$ cat config.mk
export PLATFORM = sky130hd
export DESIGN_NAME = led_fade_driver_flat
export DESIGN_NICKNAME = d
export VERILOG_FILES = /design/src/rtl/led_pkg.sv /design/src/rtl/led_fade_driver_if.sv /design/src/rtl/led_fade_channel.sv /design/src/rtl/led_fade_driver.sv /design/src/flat_wrapper.sv
export SDC_FILE = /design/constraint.sdc
export NUM_CORES = 1
export LEC_CHECK = 0
export ABC_AREA = 1
export BUFFER_PORTS_ARGS = -buffer_cell sky130_fd_sc_hd__buf_4
export CORE_MARGIN = 4
export CORE_UTILIZATION = 55
export DETAILED_ROUTE_END_ITERATION = 16
export PLACE_DENSITY_LB_ADDON = 0.05
export SLEW_MARGIN = 20
export SYNTH_ARGS = -nofsm -noshare
export SYNTH_HDL_FRONTEND = slang
export SYNTH_SLANG_ARGS = --single-unit
$ cat constraint.sdc
create_clock -name clk_50mhz -period 1.5 [get_ports clk_50mhz]
set_input_delay 0.225 -clock clk_50mhz [delete_from_list [all_inputs] [get_ports clk_50mhz]]
set_output_delay 0.225 -clock clk_50mhz [all_outputs]
set_load 0.02 [all_outputs]
$ cat src/rtl/led_pkg.sv
// Shared widths and the per-channel level type for the LED fade driver.
package led_pkg;
  localparam int LED_COUNT = 8;
  localparam int PWM_BITS  = 8;
  typedef logic [PWM_BITS-1:0] level_t;
endpackage

$ cat src/rtl/led_fade_driver_if.sv
// Upstream pattern bus: LED pattern, its qualifying strobe and the global brightness.
interface led_fade_driver_if;
  import led_pkg::*;
  logic [LED_COUNT-1:0] led_in;
  logic                 led_in_valid;
  level_t               brightness;

  modport master (output led_in, output led_in_valid, output brightness);
  modport slave  (input  led_in, input  led_in_valid, input  brightness);
endinterface

$ cat src/rtl/led_fade_channel.sv
// One LED channel: brightness level register and registered active-low PWM compare.
// Fading on target release is enabled by LED_FADE_DRIVER_FADE_EN.
module led_fade_channel
  import led_pkg::*;
#(
  parameter int FADE_STEP = 4
) (
  input  logic   clk,
  input  logic   rst,
  input  logic   target,
`ifdef LED_FADE_DRIVER_FADE_EN
  input  logic   fade_tick,
`endif
  input  level_t brightness,
  input  level_t pwm_cnt,
  output logic   led_n
);

  level_t level;

`ifdef LED_FADE_DRIVER_FADE_EN
  localparam level_t STEP = level_t'(FADE_STEP);

  function automatic level_t sat_sub(input level_t a, input level_t b);
    return (a > b) ? level_t'(a - b) : '0;
  endfunction
`endif

  // stage p1 -> p2: level follows the registered target; stage p2 -> p3: PWM compare
  always_ff @(posedge clk) begin
    if (rst) begin
      level <= '0;
      led_n <= 1'b1;
    end else begin
      if (target) begin
        level <= brightness;
`ifdef LED_FADE_DRIVER_FADE_EN
      end else if (fade_tick) begin
        level <= sat_sub(level, STEP);
`else
      end else begin
        level <= '0;
`endif
      end
      led_n <= ~(level > pwm_cnt);
    end
  end

endmodule

$ cat src/rtl/led_fade_driver.sv
// Eight-channel LED PWM driver with shared PWM counter and fade prescaler.
// Fade-out on pattern release is built only when LED_FADE_DRIVER_FADE_EN is defined.
module led_fade_driver
  import led_pkg::*;
#(
  parameter int FADE_DIV  = 50000,
  parameter int FADE_STEP = 4
) (
  input  logic                 clk_50mhz,
  input  logic                 rst,
  led_fade_driver_if.slave     up,
  output logic [LED_COUNT-1:0] led_n
);

  level_t               pwm_cnt;
  logic [LED_COUNT-1:0] target;

  // stage p0 -> p1: capture pattern; PWM phase is shared by every channel
  always_ff @(posedge clk_50mhz) begin
    if (rst) begin
      pwm_cnt <= '0;
      target  <= '0;
    end else begin
      pwm_cnt <= pwm_cnt + level_t'(1);
      if (up.led_in_valid) target <= up.led_in;
    end
  end

`ifdef LED_FADE_DRIVER_FADE_EN
  localparam int PW = $clog2(FADE_DIV);

  logic [PW-1:0] presc;
  logic          fade_tick;

  assign fade_tick = (presc == PW'(FADE_DIV - 1));

  always_ff @(posedge clk_50mhz) begin
    if (rst || fade_tick) presc <= '0;
    else                  presc <= presc + PW'(1);
  end
`endif

  for (genvar i = 0; i < LED_COUNT; i++) begin : g_ch
    led_fade_channel #(
      .FADE_STEP (FADE_STEP)
    ) u_ch (
      .clk        (clk_50mhz),
      .rst        (rst),
      .target     (target[i]),
`ifdef LED_FADE_DRIVER_FADE_EN
      .fade_tick  (fade_tick),
`endif
      .brightness (up.brightness),
      .pwm_cnt    (pwm_cnt),
      .led_n      (led_n[i])
    );
  end

endmodule
$ cat src/flat_wrapper.sv
// flat-port wrapper written by rule: the top's interface ports become plain ports
module led_fade_driver_flat import led_pkg::*;
#(
  parameter int FADE_DIV  = 50000,
  parameter int FADE_STEP = 4
)
  (clk_50mhz, rst, led_n, up_led_in, up_led_in_valid, up_brightness);
  led_fade_driver_if up_i ();
  input  logic clk_50mhz;
  input  logic rst;
  output logic [LED_COUNT-1:0] led_n;
  input wire logic [$bits(up_i.led_in)-1:0] up_led_in;
  input wire logic [$bits(up_i.led_in_valid)-1:0] up_led_in_valid;
  input wire logic [$bits(up_i.brightness)-1:0] up_brightness;
  assign up_i.led_in = up_led_in;
  assign up_i.led_in_valid = up_led_in_valid;
  assign up_i.brightness = up_brightness;
  led_fade_driver #(.FADE_DIV(FADE_DIV), .FADE_STEP(FADE_STEP)) u_core (.clk_50mhz(clk_50mhz), .rst(rst), .up(up_i), .led_n(led_n));
endmodule
==> results of run 1 <==
layout by cell type, fill, tap and decap left out:
cell,n
a21o_1,8
a21oi_1,28
buf_12,4
buf_2,1
buf_4,37
bufinv_16,2
clkbuf_1,2
clkbuf_8,9
clkinv_2,1
clkinv_4,1
clkinvlp_4,6
dfxtp_1,84
dfxtp_2,2
dfxtp_4,2
ha_1,53
ha_4,12
inv_1,46
inv_2,1
nand2_1,98
nand2_2,3
nand3_1,2
nand3_2,1
nor2_1,118
nor2_2,2
o21ai_0,10
xnor2_1,1
xor2_1,1
power by group:
| part | internal (mW) | switching [mW] | leakage, nW |
|---|---|---|---|
| combinational | 0.309 | 0.436 | 1.59 |
| clock | 0.941 | 0.845 | 0.104 |
| sequential | 2.44 | 0.0469 | 0.721 |
final timing paths:
path                                     start                                   end  slack, ns
hold reg to reg   u_core.pwm_cnt[0]$_SDFF_PP0_          u_core.pwm_cnt[0]$_SDFF_PP0_       0.50
hold / removal                    up_led_in[1]         u_core.target[1]$_SDFFE_PP0P_       0.09
setup / recovery  u_core.pwm_cnt[3]$_SDFF_PP0_  u_core.g_ch[4].u_ch.led_n$_SDFF_PP1_       0.03
setup reg to reg  u_core.pwm_cnt[3]$_SDFF_PP0_  u_core.g_ch[4].u_ch.led_n$_SDFF_PP1_       0.03
routing by layer:
layer / routed length [um] / share of wire [%] / GRT usage (%) / vias to the layer above
li1: - / - / - / 1610
met1: 4180 / 48 / 29.4 / 1405
met2: 3950 / 46 / 30.6 / 67
met3: 449 / 5.2 / 4.22 / 8
met4: 102 / 1.2 / 7.45 / 0
met5: 0 / 0 / 0 / -
logic make-up (layout without fill, tap and decap cells):
group           after synthesis  after routing  share of synthesized area, %
simple gates                224            224                          21.5
compound gates               46             46                          6.31
buf+inv                      62            110                          6.79
flops                        88             88                          44.4
fa+ha+maj                    65             65                          20.5
xor+xnor                      2              2                         0.442
registers in the layout, summed over array words and instances, names as in the netlist:
name and flops:
u_core.pwm_cnt 8, u_core.target 8, u_core.g_ch.u_ch.level 64, u_core.g_ch.u_ch.led_n 8
final cells by class:
class                      count  area, um^2  share of cell area, %
timing repair buffer          42         363                   7.60
inverter                      51         206                   4.32
clock buffer                  11         131                   2.75
timing repair inverter         1        7.51                  0.157
tap                           96         120                   2.52
multi-input combinational    337        2090                   43.8
clock inverter                 5        81.3                   1.70
sequential                    88        1770                   37.1
critical path: stages, from the launching register on:
cell and delay (ns):
dfxtp_4 0.38, buf_4 0.12, clkinvlp_4 0.15, ha_1 0.34, nand2_1 0.07, inv_1 0.05, nand2_1 0.05, nand2_1 0.07
nand2_1 0.05, nand2_1 0.05, nand2_1 0.04
stage by stage:
stage | utilization (%) | instance area (um^2)
final | 69.1 | 4770
after global routing | 69.1 | 4770
after CTS | 64.6 | 4460
after detailed placement | 61.6 | 4250
after global placement | 61.6 | 4250
after floorplan | - | 3960
timing repair:
action | in CTS | in global routing
endpoints found under the setup margin | 0 | 8
setup buffers | 0 | 11
endpoints found under the hold margin | 0 | 0
gates resized for setup | 0 | 28
==> impl_metrics.json, run 1 <==
{
  "status": "finished clean",
  "vias_per_cell": 4.90,
  "slew_headroom_pct": 72.8,
  "io-pin-count": 27,
  "numPortBuffers": 26,
  "rsz0062_at_grt": "true",
  "cts.clk_slew.worst_paths_ns": 0.09,
  "hold_class": "input port to flop",
  "ys_seq_area_share_pct": 44.4,
  "worst_ir_drop_vdd_uv": 756,
  "slew_violations": 0,
  "num_antenna_cells": 0,
  "die_width_um": 92.9,
  "worst_slack_ns": 0.0285,
  "p_total_mw": 5.02,
  "synthTopCellsByCount": "nor2_1, nand2_1, dfxtp_1",
  "ant_nets": 0,
  "drc_errors": 0,
  "core_area_um2": 6910,
  "dp_hpwl_um": 5990,
  "rows": 30,
  "arrival_ns": 1.72,
  "max_freq_mhz": 680,
  "worstPathMaxFanout": 4,
  "synth_nets": 571,
  "stdcell_count": 631,
  "fin_setup_tns_ns": 0,
  "clk_path_buf_depth": 2,
  "cp-start-kind": "flop",
  "wl_per_cell_um": 13.7,
  "die_h_um": 92.9,
  "synthesis.area_um2": 3960,
  "period_share_pct": 98.1,
  "vias": 3090,
  "totalWireLength_um": 8680,
  "avgSynthCellArea_um2": 8.14,
  "dp_cells": 603,
  "critPathKind": "flop to flop",
  "synth.area.top_cells": "dfxtp_1, ha_1, nor2_1, nand2_1, inv_1",
  "h-tree-depth": 3,
  "p_per_area_nw_per_um2": 1050,
  "cts_tree": "yes",
  "critPathCaptureType": "flop",
  "numCtsBuffers": 9,
  "overflow": 0,
  "post-route-min-period_ns": 1.47,
  "yosysWarnings": 0,
  "synth-edff-count": 0,
  "worst-slew-pin-transition_ns": 0.408,
  "dp_slack_ns": 0.0437,
  "gp_congestion": 0.845,
  "start_util_pct": 57.4,
  "ys.flop_type": "dfxtp_1",
  "layout-drive-gt1-share_pct": 15.7,
  "setup_viol": 0,
  "syn2layout_area_growth_pct": 20.5,
  "r2r_cells": 10,
  "clock-sinks": 88,
  "cellLeakagePower_nw": 2.41,
  "worstSkewPairLatency_ns": 0.35,
  "fillerInstances": 576,
  "drt_iter0_drc": 136,
  "yosysTopAreaCell": "dfxtp_1",
  "first_global_vias": 2765,
  "ys_types": 16,
  "clock-root-buffer": "clkbuf_8",
  "async_flop_share_pct": 0,
  "hold_slack_ns": 0.0917,
  "die_area_um2": 8630,
  "grt_start_max_net_pins": 19,
  "fin_nets": 614,
  "grt_usage_pct": 20.6,
  "synth_cells": 487,
  "cts_hold_buf": 0,
  "synth.most_common_cell": "nor2_1",
  "min_path_cells": 3,
  "antenna_found_initial": 0,
  "synth.top_cell.area_share_pct": 44.4,
  "grt_pass1_wl_um": 13800,
  "dr.pass1.iters": 7,
  "finClkSkew_ns": 0.00930,
  "ys_ff_latch": 88,
  "finalHoldViolCount": 0,
  "maxCapViolations": 0,
  "required_ns": 1.75
}
Note: power is estimated with default switching activity, not from simulation.
==> run 2: changes to the inputs <==
ABC_AREA = default   (was 1)
CORE_ASPECT_RATIO = 0.75   (was default)
==> run 2 against run 1 <==
Effect of this change: total power is 0.30% higher; synthesized cell count decreased by 19%; area after synthesis decreased by 0.35%; highest routed layer unchanged; via count shrank 13%; non-clock buffer count decreased by 3; clock power is 9% higher; fmax grew 3.7%; final area down 3.6%.
==> impl_metrics.json, run 2 <==
{
  "setup_viol": 0,
  "synth_cells": 393,
  "first_global_vias": 2650,
  "async_flop_share_pct": 0,
  "die_width_um": 106,
  "maxCapViolations": 0,
  "max_flop_register": "u_core.g_ch.u_ch.level",
  "ys_types": 18,
  "hold_class": "input port to flop",
  "hold_slack_ns": 0.101,
  "h-tree-depth": 3,
  "synth.most_common_cell": "dfxtp_1",
  "die_h_um": 81.4,
  "synth.area.top_cells": "dfxtp_1, ha_1, and2_1, a21oi_1, nor2_1",
  "finalHoldViolCount": 0,
  "syn2layout_area_growth_pct": 16.5,
  "avgSynthCellArea_um2": 10.1,
  "die_area_um2": 8620,
  "p_per_area_nw_per_um2": 1090,
  "fin_util_pct": 66.7,
  "fin_nets": 515,
  "cts_tree": "yes",
  "numPortBuffers": 26,
  "rsz0062_at_grt": "true",
  "slew_headroom_pct": 71.8,
  "cts.clk_slew.worst_paths_ns": 0.09,
  "post-route-min-period_ns": 1.42,
  "grt_pass1_wl_um": 13400,
  "required_ns": 1.78,
  "period_share_pct": 94.6,
  "cp-start-kind": "flop",
  "seqPwrFrac_pct": 48.9,
  "switchingPower_mw": 1.17,
  "p_clk_share_pct": 38.9,
  "drt_iter0_drc": 56,
  "worst-slew-pin-transition_ns": 0.423,
  "ys_seq_area_share_pct": 44.6,
  "ys_ff_latch": 88,
  "wl_met3_um": 309,
  "yosysTopAreaCell": "dfxtp_1",
  "synth.top_cell.area_share_pct": 44.6,
  "num_antenna_cells": 0,
  "synth_nets": 477,
  "arrival_ns": 1.70,
  "io-pin-count": 27,
  "rows": 26,
  "drt-met1-wl_um": 3970,
  "combPwrFrac_pct": 12.2,
  "core_area_um2": 6900,
  "grt_usage_pct": 20.9,
  "start_util_pct": 57.3,
  "worst_ir_drop_vdd_uv": 661,
  "grt_start_max_net_pins": 23,
  "numCtsBuffers": 9,
  "layout_common_cells": "dfxtp_1, ha_1, and2_1",
  "clock-sinks": 88,
  "internal_power_mw": 3.86,
  "clk_path_buf_depth": 2,
  "worstSkewPairLatency_ns": 0.35,
  "synthesis.area_um2": 3950,
  "dr.pass1.iters": 6,
  "switching_share_pct": 23.2,
  "critPathCaptureType": "flop",
  "mostFrequentLayoutCell": "dfxtp_1",
  "worstPathMaxFanout": 8,
  "overflow": 0,
  "vias": 2702,
  "wl_per_cell_um": 15.7,
  "antenna_found_initial": 0,
  "synth-edff-count": 0,
  "largest_reg_flops": 64,
  "yosysWarnings": 0,
  "layout-drive-gt1-share_pct": 14.7,
  "fillerInstances": 573,
  "totalWireLength_um": 8370,
  "clock-root-buffer": "clkbuf_8",
  "ant_nets": 0,
  "critPathKind": "flop to flop",
  "cellLeakagePower_nw": 2.07,
  "vias_per_cell": 5.06,
  "maxUsedRoutingLayer": "met4",
  "status": "finished clean",
  "slew_violations": 0,
  "finClkSkew_ns": 0.0141,
  "max_freq_mhz": 705,
  "met2WireLength_um": 3930,
  "synthTopCellsByCount": "dfxtp_1, ha_1, and2_1",
  "ys.flop_type": "dfxtp_1",
  "drc_errors": 0,
  "gp_congestion": 0.804,
  "dp_hpwl_um": 5860
}
-- run 2: cell types whose count changed in the layout (fill, tap and decap cells not counted), moves of 13 or more --
cell,delta
and2_1,+64
inv_1,-33
nand2_1,-90
nand4_1,+16
nor2_1,-87
nor2b_1,+13
-- run 2: stage by stage --
| step | setup WS, ns | power, mW | TNS (ns) | instance area (um^2) | instances |
|---|---|---|---|---|---|
| 6_report | 0.0814 | 5.03 | 0 | 4600 | 534 |
| 5_1_grt | -0.0174 | 5.24 | -0.0244 | 4600 | 534 |
| 4_1_cts | 0.0346 | 5.06 | 0 | 4600 | 534 |
| 3_5_place_dp | -0.00296 | 3.12 | -0.00296 | 4300 | 515 |
| 3_3_place_gp | -0.0122 | 3.10 | -0.0122 | 4300 | 515 |
| 2_1_floorplan | 0.178 | 2.92 | 0 | 3950 | 393 |
-- run 2: path summary, 6_finish.rpt --
path | startpoint | endpoint | slack [ns] | depth (start not counted)
worst min-delay path | up_led_in[5] | u_core.target[5]$_SDFFE_PP0P_ | 0.10 | 3
worst min register to register | u_core.target[1]$_SDFFE_PP0P_ | u_core.target[1]$_SDFFE_PP0P_ | 0.49 | 2
worst max register to register | u_core.pwm_cnt[1]$_SDFF_PP0_ | u_core.g_ch[0].u_ch.led_n$_SDFF_PP1_ | 0.08 | 7
worst max-delay path | u_core.pwm_cnt[1]$_SDFF_PP0_ | u_core.g_ch[0].u_ch.led_n$_SDFF_PP1_ | 0.08 | 7
-- run 2: kinds of logic (layout without fill, tap and decap cells) --
group | after synthesis | count (layout) | share of synthesized area (%)
buf+inv | 27 | 70 | 3.58
simple gates | 143 | 143 | 20.3
xor+xnor | 6 | 6 | 1.33
compound gates | 56 | 56 | 7.60
fa+ha+maj | 65 | 65 | 20.6
flops | 88 | 88 | 44.6
mux | 8 | 8 | 2.03
-- run 2: layout make-up --
class,instances,area [um^2],area share [%]
Multi-Input combinational cell,278,2050,44.6
Sequential cell,88,1770,38.4
Timing Repair Buffer,39,355,7.72
Clock buffer,11,141,3.07
Tap cell,98,123,2.66
Clock inverter,5,104,2.26
Inverter,15,63.8,1.39
-- run 2: power by group through the flow --
| stage | clock (mW) | combinational (mW) | sequential, mW |
|---|---|---|---|
| global route | 2.08 | 0.689 | 2.47 |
| finish | 1.96 | 0.613 | 2.46 |
| floorplan | 0 | 0.411 | 2.51 |
| global placement | 0 | 0.587 | 2.51 |
| detailed placement | 0 | 0.607 | 2.51 |
| CTS | 1.99 | 0.611 | 2.46 |
-- run 2: what timing repair did --
item                                   CTS  global route
setup endpoints to repair                4             8
endpoints found under the hold margin    0             0
hold buffers                             0             0
setup buffers                            3             0
resized for setup                        2             9
pin swaps                                0             4
-- run 2: critical path: stages, from the launching register on --
cell and delay [ns]:
dfxtp_2 0.34, inv_1 0.06, buf_12 0.14, ha_1 0.30
nor2b_1 0.14, o211ai_1 0.17, a21oi_1 0.09, o21ai_1 0.12
-- run 2: routing by layer --
layer | vias to the layer above | track usage (%)
met5 | - | 0
met4 | 0 | 6.86
met3 | 14 | 5.08
met2 | 49 | 37.0
met1 | 1226 | 25.5
li1 | 1413 | -
==> run 3: changes to the inputs <==
RECOVER_POWER = 25   (was default)
REMOVE_ABC_BUFFERS = 1   (was default)
TNS_END_PERCENT = 100   (was default)
==> run 3 against run 2 <==
Effect of this change: utilization grew 1.0 points; critical path depth is the same; fmax shrank 0.64%; final cell count is the same; clock-buffer cell count is the same; sequential share of layout area shrank 0.65 points; hold slack lost 0.0023 ns; critical path type unchanged.
==> impl_metrics.json, run 3 (synthesis gave the netlist of run 2 again) <==
{
  "status": "finished clean",
  "num_antenna_cells": 0,
  "fin_nets": 515,
  "reg2reg_from": "u_core.pwm_cnt[1]$_SDFF_PP0_",
  "finalHoldViolCount": 0,
  "r2r_cells": 7,
  "grt_usage_pct": 21.2,
  "numPortBuffers": 26,
  "worstSkewPairLatency_ns": 0.36,
  "vias_per_cell": 5.07,
  "reg2reg_to": "u_core.g_ch[4].u_ch.led_n$_SDFF_PP1_",
  "wl_per_cell_um": 15.7,
  "slowest_delay_ns": 0.33,
  "slew_headroom_pct": 68.8,
  "clk_path_buf_depth": 2,
  "grt_start_max_net_pins": 33,
  "crit_path_top_delay_cell": "dfxtp_1",
  "slew_violations": 0,
  "antenna_found_initial": 0,
  "gp_congestion": 0.763,
  "min_path_cells": 3,
  "clock-root-buffer": "clkbuf_8",
  "stdcell_count": 534,
  "drt_iter0_drc": 57,
  "min_from": "up_led_in[1]",
  "largest_reg_flops": 64,
  "fillerInstances": 566,
  "ant_nets": 0,
  "cellLeakagePower_nw": 2.08,
  "h-tree-depth": 3,
  "drc_errors": 0,
  "critPathKind": "flop to flop",
  "dp_cells": 518,
  "cts_hold_buf": 0,
  "arrival_ns": 1.70,
  "max_freq_mhz": 700,
  "die_width_um": 106,
  "mostFrequentLayoutCell": "dfxtp_1",
  "worstPathMaxFanout": 8,
  "worst-slew-pin-transition_ns": 0.467,
  "cts_tree": "yes",
  "dp_hpwl_um": 5760,
  "start_util_pct": 57.3,
  "layout-drive-gt1-share_pct": 13.3,
  "finClkSkew_ns": 0.0105,
  "post-route-min-period_ns": 1.43,
  "hold_class": "input port to flop",
  "worst_slack_ns": 0.0722,
  "dr.pass1.iters": 4,
  "core_area_um2": 6900,
  "vias": 2709,
  "period_share_pct": 95.2,
  "holdPathEnd": "u_core.target[1]$_SDFFE_PP0P_",
  "setup_viol": 0,
  "r2r_slack_ns": 0.07,
  "dp_slack_ns": 0.0823,
  "max_flop_register": "u_core.g_ch.u_ch.level",
  "worst_ir_drop_vdd_uv": 635,
  "path_delay_family": "compound AO/OA/AOI/OAI gates",
  "totalWireLength_um": 8380,
  "clock-sinks": 88,
  "numCtsBuffers": 9,
  "layout_common_cells": "dfxtp_1, ha_1, and2_1",
  "rows": 26,
  "cts.clk_slew.worst_paths_ns": 0.09,
  "grt_pass1_wl_um": 13700,
  "first_global_vias": 2727,
  "cp_cell_sequence": "inv_1, buf_12, ha_1, nor2b_1, o211ai_1, a21oi_1, o21ai_0",
  "maxCapViolations": 0,
  "p_per_area_nw_per_um2": 1160,
  "syn2layout_area_growth_pct": 18.3,
  "required_ns": 1.77,
  "overflow": 0,
  "critPathCaptureType": "flop",
  "die_h_um": 81.4,
  "cp-start-kind": "flop",
  "die_area_um2": 8620,
  "io-pin-count": 27,
  "critPathBufInv": 2
}
[run 3: through the flow]
step	cell area (um^2)	setup TNS, ns	total power, mW	util [%]	hold slack [ns]
floorplan	3860	0	2.86	-	0.292
global placement	4360	0	3.10	63.2	0.455
detailed placement	4360	0	3.12	63.2	0.467
CTS	4660	0	5.46	67.5	0.0886
global route	4670	-0.000309	5.65	67.7	0.0951
finish	4670	0	5.43	67.7	0.0983
[run 3: report_power, final]
group	total (mW)	internal (mW)	switching (mW)
Combinational	0.622	0.293	0.329
Clock	2.35	1.53	0.813
Sequential	2.46	2.43	0.0336
[run 3: worst max path at each step]
stage | slack, ns | startpoint | end | cells after the start
finish | 0.07 | u_core.pwm_cnt[1]$_SDFF_PP0_ | u_core.g_ch[4].u_ch.led_n$_SDFF_PP1_ | 7
global route | -0.0003 | u_core.pwm_cnt[1]$_SDFF_PP0_ | u_core.g_ch[4].u_ch.led_n$_SDFF_PP1_ | 7
CTS | 0.06 | u_core.pwm_cnt[1]$_SDFF_PP0_ | u_core.g_ch[1].u_ch.led_n$_SDFF_PP1_ | 7
detailed placement | 0.08 | u_core.pwm_cnt[1]$_SDFF_PP0_ | u_core.g_ch[0].u_ch.led_n$_SDFF_PP1_ | 7
global placement | 0.14 | u_core.pwm_cnt[1]$_SDFF_PP0_ | u_core.g_ch[2].u_ch.led_n$_SDFF_PP1_ | 7
floorplan | 0.18 | u_core.pwm_cnt[1]$_SDFF_PP0_ | u_core.g_ch[0].u_ch.led_n$_SDFF_PP1_ | 6
[run 3: metal layers]
metal	routed length (um)	up-vias	global-route usage, %
li1	-	1420	-
met1	4190	1224	27.7
met2	3720	46	35.1
met3	306	19	4.53
met4	171	0	7.37
met5	0	-	0
[run 3: worst reg2reg max path: stages, from the launching register on]
cell	delay, ns
dfxtp_1	0.33
inv_1	0.07
buf_12	0.15
ha_1	0.29
nor2b_1	0.13
o211ai_1	0.15
a21oi_1	0.08
o21ai_0	0.15
[run 3: cell type report]
type,count,area (um^2),area share [%]
Inverter,15,56.3,1.21
Sequential cell,88,1760,37.7
Clock inverter,5,150,3.21
Timing Repair Buffer,39,360,7.71
Multi-Input combinational cell,278,2070,44.3
Clock buffer,11,151,3.24
Tap cell,98,123,2.62
[run 3: what timing repair did]
item,4_1_cts,5_1_grt
buffers inserted,0,0
resized for setup,0,7
setup endpoints to repair,0,5
